[src/rtl/riscv_pkg.sv]
// Shared encodings for the pipeline: memory-op codes, MEM-stage FSM states
// and the default datapath width.
package riscv_pkg;

  localparam int DATA_W = 32;

  localparam logic [1:0] MEM_NONE  = 2'b00;
  localparam logic [1:0] MEM_WRITE = 2'b01;
  localparam logic [1:0] MEM_READ  = 2'b10;

  typedef enum logic [1:0] {
    IDLE = 2'd0,
    BUSY = 2'd1,
    DONE = 2'd2
  } mem_state_t;

endpackage

[src/rtl/dmem_req_fsm.sv]
// Data-cache request sequencer: tracks IDLE/BUSY/DONE, drives the cache
// request lines and the hold request to EX, and tells the top when to load.
module dmem_req_fsm
  import riscv_pkg::*;
(
  input  logic       clk,
  input  logic       rst_n,
  input  logic [1:0] mem_op,
  input  logic       cache_stall,
  output logic       ren,
  output logic       wen,
  output logic       memory_stall,
  output logic       capture,
  output logic       wb_load,
  output logic       use_buf
);

  mem_state_t state;
  logic       has_op;
  logic       requesting;

  assign has_op = (mem_op != MEM_NONE);

  always_ff @(posedge clk or negedge rst_n) begin
    if (!rst_n) begin
      state <= IDLE;
    end else begin
      case (state)
        IDLE:    if (has_op) state <= BUSY;
        BUSY:    if (!cache_stall) state <= DONE;
        DONE:    state <= IDLE;
        default: state <= IDLE;
      endcase
    end
  end

  // Gated by rst_n so the request and hold drop the instant reset asserts,
  // even though EX may still be presenting a memory op.
  assign requesting   = rst_n && ((state == IDLE && has_op) || state == BUSY);
  assign memory_stall = requesting;
  assign ren          = requesting && (mem_op == MEM_READ);
  assign wen          = requesting && mem_op[0];

  assign capture = (state == BUSY) && !cache_stall;
  assign wb_load = (state == IDLE && !has_op) || (state == DONE);
  assign use_buf = (state == DONE) && (mem_op == MEM_READ);

endmodule

[src/rtl/mem_access_stage.sv]
// Pipeline stage 4 (MEM): issues data-cache accesses, holds EX while a
// memory op is in flight, and owns the MEM/WB pipeline register.
module mem_access_stage #(
  parameter int DATA_W = riscv_pkg::DATA_W,
  parameter int ADDR_W = 30
) (
  input  logic              clk,
  input  logic              rst_n,
  input  logic              WriteBack_3,
  input  logic [1:0]        Mem_3,
  input  logic [DATA_W-1:0] ALU_result_3,
  input  logic [DATA_W-1:0] writedata_3,
  input  logic [4:0]        Rd_3,
  input  logic              DCACHE_stall,
  input  logic [DATA_W-1:0] DCACHE_rdata,
  output logic              DCACHE_ren,
  output logic              DCACHE_wen,
  output logic [ADDR_W-1:0] DCACHE_addr,
  output logic [DATA_W-1:0] DCACHE_wdata,
  output logic              memory_stall,
  output logic              WriteBack_4,
  output logic [4:0]        Rd_4,
  output logic [DATA_W-1:0] writeback_data_4
);

  import riscv_pkg::*;

  logic              capture;
  logic              wb_load;
  logic              use_buf;
  logic [DATA_W-1:0] load_buf;

  dmem_req_fsm u_fsm (
    .clk          (clk),
    .rst_n        (rst_n),
    .mem_op       (Mem_3),
    .cache_stall  (DCACHE_stall),
    .ren          (DCACHE_ren),
    .wen          (DCACHE_wen),
    .memory_stall (memory_stall),
    .capture      (capture),
    .wb_load      (wb_load),
    .use_buf      (use_buf)
  );

  // Word access only: the byte offset bits never reach the cache.
  assign DCACHE_addr  = ALU_result_3[ADDR_W+1:2];
  assign DCACHE_wdata = writedata_3;

  always_ff @(posedge clk or negedge rst_n) begin
    if (!rst_n) begin
      load_buf <= '0;
    end else if (capture) begin
      load_buf <= DCACHE_rdata;
    end
  end

  always_ff @(posedge clk or negedge rst_n) begin
    if (!rst_n) begin
      WriteBack_4      <= 1'b0;
      Rd_4             <= '0;
      writeback_data_4 <= '0;
    end else if (wb_load) begin
      WriteBack_4      <= WriteBack_3;
      Rd_4             <= Rd_3;
      writeback_data_4 <= use_buf ? load_buf : ALU_result_3;
    end
  end

endmodule
[config.mk]
export PLATFORM = sky130hd
export DESIGN_NAME = mem_access_stage
export DESIGN_NICKNAME = d
export VERILOG_FILES = /design/src/rtl/riscv_pkg.sv /design/src/rtl/dmem_req_fsm.sv /design/src/rtl/mem_access_stage.sv
export SDC_FILE = /design/constraint.sdc
export NUM_CORES = 1
export LEC_CHECK = 0
export ABC_AREA = 1
export CORE_MARGIN = 2
export CORE_UTILIZATION = 42
export CTS_CLUSTER_SIZE = 28
export DETAILED_ROUTE_END_ITERATION = 16
export HOLD_SLACK_MARGIN = 0.05
export PLACE_DENSITY = 0.86
export REMOVE_ABC_BUFFERS = 1
export SLEW_MARGIN = 10
export SYNTH_ARGS = -nofsm -noshare
export SYNTH_HDL_FRONTEND = slang
export SYNTH_SLANG_ARGS = --single-unit
[constraint.sdc]
create_clock -name clk -period 3 [get_ports clk]
set_clock_uncertainty 0.05 [all_clocks]
set_input_delay 0.45 -clock clk [delete_from_list [all_inputs] [get_ports clk]]
set_output_delay 0.45 -clock clk [all_outputs]
set_load 0.05 [all_outputs]
==> impl_metrics.toml <==
[sta]
tns_ns = 0
period_minus_slack_ns = 2.435
hold_ws_ns = 0.4320
setup_slack_ns = 0.5651
timing.fmax_mhz = 410.7
relSlewSlack_pct = 56.54
worst_pin_slew_ns = 0.6509
rsz0062_at_grt = "false"
period_share_pct = 81.16
setup_violations = 0
hold_violations = 0
slew_violations = 0

[cells_and_area]
final_area_um2 = 5019
diodes = 0
layout-drive-gt1-share_pct = 5.975
regArea_um2 = 1802
layout_commonest_cell = "nand2_1"
area_growth_pct = 32.42
fin_nets = 671
fill_cells = 775
final_cell_mix = "nand2_1, clkdlybuf4s50_1, dfrtp_1"
multi_input_area_um2 = 1099

[clocking]
cts_tree = "yes"
cts_buffers = 9
cts_sinks = 72
cts_root_buf = "clkbuf_8"
cts.repair.resized = 0
ctsLongestPathBuffers = 2
insertion_delay_ns = 0.34
htree_num_levels = 3
path_clk_slew_ns = 0.07

[global_route]
track_usage_pct = 22.25
grt_pass1_wl_um = 16960
grt_overflow_total = 0
grt_pass1_vias = 3360
grt_max_degree = 40
grt_antenna_before_repair = 0

[synthesis]
avgSynthCellArea_um2 = 7.782
seq_area_frac_synth_pct = 47.54
postSynthCellCount = 487
yosysWarnings = 0
syn_area_um2 = 3790
synthMuxAreaShare_pct = 0
yosys.area_share.adder_pct = 0
synth_xor_area_share_pct = 0
synth-seq-cells = 72
synth-simple-area-share_pct = 24.43
synth_compound_area_share_pct = 4.556
synth_top_family_by_area = "simple AND/OR/NAND/NOR gates"
yosysUniqueCellTypes = 16

[routing]
routed_wirelength_um = 10530
via_per_inst = 4.767
drc = 0
wire_per_inst_um = 15.56
vias = 3227
antenna_left = 0
drt_iter0_markers = 111
first_pass_iters = 4

[placed_design]
dp_hpwl_um = 7749
placed_area_um2 = 4812
gp_congestion = 0.8294
io_buffers = 145
place_ws_ns = 0.6855

[pwr]
p_seq_share_pct = 34.4
internal_power_mw = 2.567
p_switching_mw = 2.196
p_leak_nw = 2.484
vdd_ir_drop_max_uv = 615.1
p_clk_share_pct = 15.9
comb_power_share_pct = 49.8
p_sw_share_pct = 46.11
power.density_nw_per_um2 = 949.2

[hold_path]
hp-class = "register to register"
hold_depth = 2

[flow_run]
maxCapViolCount = 0

[floorplan]
pin_count = 210
dieArea_um2 = 9799
dieWidth_um = 98.99
initial_core_util_pct = 43.46
core_area_um2 = 8721
rows = 34
die_h_um = 98.99

[critical_path]
required_ns = 2.50
worst_setup_path_start_kind = "primary input"
crit_type = "primary input to primary output"
reg2reg_depth = 6
cp-end-kind = "primary output"
worstPathMaxFanout = 35
worstPathArrival_ns = 1.93

[run_status]
outcome = "complete, no violations"
==> routing by layer <==
| layer | vias up | track usage, % | wire length [um] |
|---|---|---|---|
| met5 | - | 3.077 | 0 |
| met1 | 1485 | 30.94 | 4749 |
| met3 | 8 | 9.433 | 1102 |
| met2 | 167 | 31.81 | 4584 |
| met4 | 0 | 5.796 | 95 |
| li1 | 1567 | - | - |
==> repair_timing <==
action / 4_1_cts / 5_1_grt
hold buffers: 1 / 0
endpoints found under the hold margin: 33 / 0
buffers inserted: 0 / 0
==> synth_stat cells, drive strengths merged <==
cell type	number	area, um2
nand2	150	568.0
buf	83	600.6
inv	74	277.8
dfrtp	72	1802
nand3	65	325.3
o21ai	32	160.2
nor2	6	32.53
clkbuf	3	11.26
a21oi	1	5.000
o21a	1	7.510
==> layout make-up <==
type                       instances  share of cell area, %
sequential                        72                  35.90
timing repair buffer             152                  30.07
multi-input combinational        255                  21.89
inverter                          74                  5.535
tap                              108                  2.693
clock buffer                       9                  2.468
clock inverter                     7                  1.446
==> power by group through the flow <==
stage | clock [mW] | sequential (mW) | combinational (mW)
5_1_grt | 0.825 | 1.69 | 2.53
3_3_place_gp | 0 | 1.64 | 2.32
4_1_cts | 0.772 | 1.64 | 2.39
3_5_place_dp | 0 | 1.65 | 2.38
2_1_floorplan | 0 | 2.47 | 0.573
6_report | 0.756 | 1.64 | 2.37
==> per-stage QoR <==
stage / cells / power [mW] / utilization [%]
6_report: 677 / 4.764 / 57.55
4_1_cts: 677 / 4.800 / 57.55
3_3_place_gp: 660 / 3.954 / 55.18
5_1_grt: 677 / 5.049 / 57.55
2_1_floorplan: 401 / 3.044 / -
3_5_place_dp: 660 / 4.030 / 55.18
==> critical path: stages <==
cell           delay [ns]
dlygate4sd3_1        0.52
buf_4                0.41
nand2_1              0.16
nor2_1               0.21
buf_12               0.17
==> registers in the layout, indices dropped and copies added, names as in the netlist <==
| register | count |
|---|---|
| writeback_data_4 | 32 |
| u_fsm.state | 2 |
| Rd_4 | 5 |
| WriteBack_4 | 1 |
| load_buf | 32 |
==> worst paths after layout <==
path / endpoint / slack [ns] / startpoint
worst max-delay path: DCACHE_ren / 0.57 / rst_n
worst min-delay path: Rd_4[0] / 0.43 / Rd_4[0]
worst max register to register: writeback_data_4[24] / 0.96 / u_fsm.state[0]
worst min register to register: Rd_4[0] / 0.43 / Rd_4[0]
max in group asynchronous: writeback_data_4[1] / 1.45 / rst_n
min in group asynchronous: Rd_4[3] / 0.55 / rst_n
==> cell families after synthesis <==
kind of cell / Yosys count
flip-flops: 72
AND/OR/NAND/NOR: 221
buffers and inverters: 160
AO/OA/AOI/OAI: 34
No activity file was read; power rests on OpenSTA's default activity.
